File: src/rtl/uart_rx.sv
// uart_rx -- 8N1 UART receiver, LSB first, with 16x (OVERSAMPLE) mid-bit sampling.
//
// The oversampling tick is derived from clk_i by dividing by
// DIV = FREQ/(BAUD_RATE*OVERSAMPLE). BAUD_RATE and FREQ are the same
// parameters the transmit side uses, so both ends agree on bit timing.
// OVERSAMPLE must be even and >= 4, and DIV must be >= 2.
//
// Ports:
//   clk_i          system clock, rising edge
//   srst_i         asynchronous active-high reset
//   rx_i           asynchronous serial line, idle high
//   rx_data_o      last received byte, held until the next frame completes
//   data_valid_o   one-cycle pulse when a frame ends with a good stop bit
//   framing_err_o  one-cycle pulse when the stop bit is sampled low
//   busy_o         high whenever the receiver is not idle
//
// States:
//   IDLE  | waiting for a falling edge on the synchronised line
//   START | timing to mid start bit to confirm it is still low
//   DATA  | sampling 8 data bits, one every OVERSAMPLE ticks
//   STOP  | sampling the stop bit, then reporting the byte
module uart_rx #(
  parameter int BAUD_RATE  = 2400,
  parameter int FREQ       = 1000000,
  parameter int OVERSAMPLE = 16
) (
  input  logic       clk_i,
  input  logic       srst_i,
  input  logic       rx_i,
  output logic [7:0] rx_data_o,
  output logic       data_valid_o,
  output logic       framing_err_o,
  output logic       busy_o
);

  localparam int DIV    = FREQ / (BAUD_RATE * OVERSAMPLE);
  localparam int DIV_W  = (DIV > 1) ? $clog2(DIV) : 1;
  localparam int TCNT_W = $clog2(OVERSAMPLE);

  localparam logic [DIV_W-1:0]  DIV_LAST = DIV_W'(DIV - 1);
  localparam logic [TCNT_W-1:0] TC_MID   = TCNT_W'(OVERSAMPLE / 2 - 1);
  localparam logic [TCNT_W-1:0] TC_LAST  = TCNT_W'(OVERSAMPLE - 1);

  typedef enum logic [1:0] {
    IDLE  = 2'd0,
    START = 2'd1,
    DATA  = 2'd2,
    STOP  = 2'd3
  } state_t;

  state_t            state_q;
  logic              rx_meta_q;
  logic              rx_s_q;
  logic              rx_prev_q;
  logic [DIV_W-1:0]  div_cnt_q;
  logic [TCNT_W-1:0] tcnt_q;
  logic [2:0]        bcnt_q;
  logic [7:0]        shift_q;
  logic [7:0]        shift_d;
  logic [7:0]        rx_data_q;
  logic              data_valid_q;
  logic              framing_err_q;
  logic              busy_q;
  logic              tick;
  logic              start_edge;

  // Synchroniser plus one history flop; all reset high so that leaving
  // reset can never look like a falling edge.
  always_ff @(posedge clk_i or posedge srst_i) begin
    if (srst_i) begin
      rx_meta_q <= 1'b1;
      rx_s_q    <= 1'b1;
      rx_prev_q <= 1'b1;
    end else begin
      rx_meta_q <= rx_i;
      rx_s_q    <= rx_meta_q;
      rx_prev_q <= rx_s_q;
    end
  end

  // A line held low (break) produces no new edge, so no restart until it
  // has gone high and fallen again.
  assign start_edge = rx_prev_q & ~rx_s_q;
  assign tick       = (div_cnt_q == DIV_LAST);
  assign shift_d    = {rx_s_q, shift_q[7:1]};

  always_ff @(posedge clk_i or posedge srst_i) begin
    if (srst_i) begin
      state_q       <= IDLE;
      div_cnt_q     <= '0;
      tcnt_q        <= '0;
      bcnt_q        <= '0;
      shift_q       <= '0;
      rx_data_q     <= '0;
      data_valid_q  <= 1'b0;
      framing_err_q <= 1'b0;
      busy_q        <= 1'b0;
    end else begin
      data_valid_q  <= 1'b0;
      framing_err_q <= 1'b0;

      if (state_q == IDLE || tick) begin
        div_cnt_q <= '0;
      end else begin
        div_cnt_q <= div_cnt_q + 1'b1;
      end

      if (tick) begin
        tcnt_q <= tcnt_q + 1'b1;
      end

      unique case (state_q)
        IDLE: begin
          if (start_edge) begin
            state_q   <= START;
            busy_q    <= 1'b1;
            tcnt_q    <= '0;
            div_cnt_q <= '0;
          end
        end

        START: begin
          if (tick && tcnt_q == TC_MID) begin
            if (!rx_s_q) begin
              state_q <= DATA;
              tcnt_q  <= '0;
              bcnt_q  <= '0;
            end else begin
              // Glitch shorter than half a bit: drop it silently.
              state_q <= IDLE;
              busy_q  <= 1'b0;
            end
          end
        end

        DATA: begin
          if (tick && tcnt_q == TC_LAST) begin
            shift_q <= shift_d;
            if (bcnt_q == 3'd7) begin
              state_q <= STOP;
              tcnt_q  <= '0;
            end else begin
              bcnt_q <= bcnt_q + 1'b1;
            end
          end
        end

        STOP: begin
          if (tick && tcnt_q == TC_LAST) begin
            rx_data_q     <= shift_q;
            data_valid_q  <= rx_s_q;
            framing_err_q <= ~rx_s_q;
            state_q       <= IDLE;
            busy_q        <= 1'b0;
          end
        end

        default: begin
          state_q <= IDLE;
          busy_q  <= 1'b0;
        end
      endcase
    end
  end

  assign rx_data_o     = rx_data_q;
  assign data_valid_o  = data_valid_q;
  assign framing_err_o = framing_err_q;
  assign busy_o        = busy_q;

endmodule

File: config.mk
export PLATFORM = sky130hd
export DESIGN_NAME = uart_rx
export DESIGN_NICKNAME = d
export VERILOG_FILES = /design/src/rtl/uart_rx.sv
export SDC_FILE = /design/constraint.sdc
export NUM_CORES = 1
export LEC_CHECK = 0
export CORE_MARGIN = 2
export CORE_UTILIZATION = 45
export DETAILED_ROUTE_END_ITERATION = 8
export SLEW_MARGIN = 30
export SYNTH_ARGS = -nofsm -noshare
export SYNTH_HDL_FRONTEND = slang
export SYNTH_SLANG_ARGS = --single-unit
File: constraint.sdc
create_clock -name clk_i -period 3.88 [get_ports clk_i]
set_clock_uncertainty 0.05 [all_clocks]
set_input_delay 0.776 -clock clk_i [delete_from_list [all_inputs] [get_ports clk_i]]
set_output_delay 0.776 -clock clk_i [all_outputs]
set_load 0.02 [all_outputs]
==> results.md <==
* Vias per inst at 5.081
* Cell Chain, Critical Path: clkdlybuf4s50_1
* Slew margin rel. at 56.15%
* Syn. warnings at 0
* Net Sw Power at 220.3 uW
* Setup crit end: rx_data_o[6]
* Port Buf Inserts at 13
* Skew-Pair Late Insertion Delay at 340 ps
* Largest net degree at the start of global routing at 20
* Die area at 0.004124 mm^2
* Yosys top cell by area: dfrtp_1
* WS Path Type: reg2out
* Most frequent cells in the layout: dfrtp_1, clkdlybuf4s50_1, nor2_1
* Pwr dens at 423.5 mW/mm^2
* Cell family with most CP delay: buffers and inverters
* R2R Setup Slk at 1810 ps
* Routability Congestion at 0.7610
* Critical Path Stages at 1
* Final period util at 55.87%
* Number of H-tree levels at 2
* Worst Tran Pin Value at 657.1 ps
* Worst endpoint required time at 3050 ps
* Die W at 64.22 um
* CTS Buffer Depth at 2
* Util after Layout at 54.03%
* Antenna violations before repair at 0
* Row count at 21
* CP arrival at 1340 ps
* Post-Synth XOR/XNOR Area at 3.758%
* Post-Syn Area per Cell at 13.26 um^2
* Vias in the first global route at 1025
* Logic pwr share at 14.9%
* Die height at 64.22 um
* Reg2reg start: div_cnt_q[1]
* R2R cell count at 6
* Max-Cap Viols at 0
* Bufs and invs on worst path at 1
* P&R area growth vs syn at 13.11%
* Net count, final at 147
* Synthesized flop and latch total at 36
* Initial DRC Count at 20
* Register area at 904.6 um^2
* Antenna Cells at 0
* Unrepaired setup endpoints after global routing: no
* Sw frac at 28.19%
* Syn nets at 131
* TritonCTS Buffers at 5
* Top cell type's share of synthesized area at 50.61%
* # clock sinks at 36
* Final Hold Vio Count at 0
* Gr ovfl total at 0
* CORE AREA at 0.003416 mm^2
* Hold WS at 312.7 ps
* Status: finished, final reports clean
* Worst Hold Class: reg2reg
* Global-route wire length before repair at 4981 um
* Final WS setup at 1712 ps
* Sequential Power Share at 58.5%
* Mapped Cells at 123
* Clock-pin slew on the worst setup and hold paths at 100 ps
* Area contributors post-synth: dfrtp_1, mux2_4, dfstp_2, mux2_1, ha_1
* Fmax at 0.4613 GHz
* VDD IR-drop max at 0.2410 mV
* First-pass detailed-route iteration total at 4
* Total GRT Usage at 16.25%
* Count of final setup violators at 0
* Slew Viols, Final at 0
* CTS Hold Bufs at 0
* Vias at 945
* Crit. End Element: primary output
* Synth Area in Adders at 3.834%
* Critical Path Source Type: register
* Sequential element share of the synthesized area at 55.44%
* DRC at 0
* Crit path max fanout at 2
* Worst Setup SP: rx_data_o[6]
* P_int at 561.3 uW
* Compound-Gate Fraction of Synth Area at 4.141%
* WL per Instance at 15.15 um
* Post-CTS sizing at 0
* Leakage Power at 0.8841 nW
* Simple-gate area share of the yosys netlist at 13.96%
* CTS tree: yes
* Dpl ws at 1766 ps
* Mux cell area share after synthesis at 15.03%
* Final WL at 2818 um
* Initial Util at 47.77%
* Clock share of power at 26.6%
* Multi-input gate area at 664.4 um^2
* Final antenna-violating net count at 0
* Most common cell after layout, fill and taps aside: dfrtp_1
* Capture point of the worst reg-to-reg path: rx_data_o[5]
* Slowest CP cell: clkdlybuf4s50_1
* Max stage delay on crit path at 620 ps
* Final setup TNS at 0 ps
* Root Driver: clkbuf_4
* Post-DP HPWL at 1968 um
* Fillers at 320
* Synth cell types at 34
* Fin crit period at 2168 ps
* Synth Cell Area at 0.001632 mm^2
* Ports at 14
* Share of layout cells above drive strength 1 at 19.29%
* Post-CTS setup buffers at 0
* Largest family of logic cells by synthesized area: multiplexers
## registers in the layout, summed over array words and instances (netlist names), named ones only
signal	flops
bcnt_q	3
busy_o	1
data_valid_o	1
div_cnt_q	5
framing_err_o	1
rx_data_o	8
rx_meta_q	1
rx_prev_q	1
rx_s_q	1
shift_q	8
state_q	1
tcnt_q	4
## power by group through the flow
stage | logic, mW | registers [mW] | clock network [mW]
floorplan | 0.0913 | 0.457 | 0
global placement | 0.114 | 0.461 | 0
detailed placement | 0.118 | 0.465 | 0
CTS | 0.120 | 0.458 | 0.218
global route | 0.137 | 0.467 | 0.236
finish | 0.116 | 0.458 | 0.208
## worst min path at each step
stage / startpoint / end / slack (ps) / depth (start not counted)
after CTS: rx_meta_q / rx_s_q / 310 / 0
after global placement: rx_meta_q / rx_s_q / 300 / 0
final: rx_meta_q / rx_s_q / 310 / 0
after floorplan: rx_meta_q / rx_s_q / 300 / 0
after detailed placement: rx_meta_q / rx_s_q / 300 / 0
after global routing: rx_meta_q / rx_s_q / 320 / 0
## routing by layer
metal | GRT usage, % | routed length [um] | up-vias
met3 | 4.049 | 87 | 7
met5 | 0 | 0 | -
li1 | - | - | 456
met1 | 20.71 | 1278 | 467
met4 | 7.979 | 57 | 0
met2 | 25.78 | 1395 | 15
## cells in the mapped netlist
cell       instances
a21oi_1            2
a2bb2oi_2          1
a32o_2             1
and2_1             2
and3_1             1
and4b_1            1
buf_2              1
buf_4              1
buf_6              2
clkbuf_2           1
dfrtp_1           33
dfstp_2            3
ha_1               5
inv_1              6
mux2_1             7
mux2_2             1
mux2_4             9
mux2i_1            2
nand2_1            6
nand3_1            3
nand4_1            3
nand4_4            1
nand4b_2           1
nor2_1            10
nor2b_1            3
nor2b_4            1
nor3_1             1
nor3_2             1
nor3b_1            2
o21ai_0            1
o22a_1             3
or2_2              1
xnor2_1            3
xor2_1             4
## final cells by class
class                           instances  area share, %
Sequential cell                        36          49.02
Multi-Input combinational cell         76          36.00
Timing Repair Buffer                   14          7.458
Clock buffer                            8          3.186
Tap cell                               46          3.119
Inverter                                6          1.220
## cells by family after synthesis
kind of cell               count (synthesis)
AOI/OAI and AO/OA                          8
xor gates and xnor gates                   7
adders and majority gates                  5
buffers and inverters                     11
DFF                                       36
muxes                                     19
and+or+nand+nor                           37
## metrics by stage
step	std cells	instance area, um^2	power (mW)
floorplan	123	1632	0.5486
global placement	178	1787	0.5743
detailed placement	178	1787	0.5837
CTS	186	1846	0.7957
global route	186	1846	0.8397
finish	186	1846	0.7816
No activity file was read; power rests on OpenSTA's default activity.
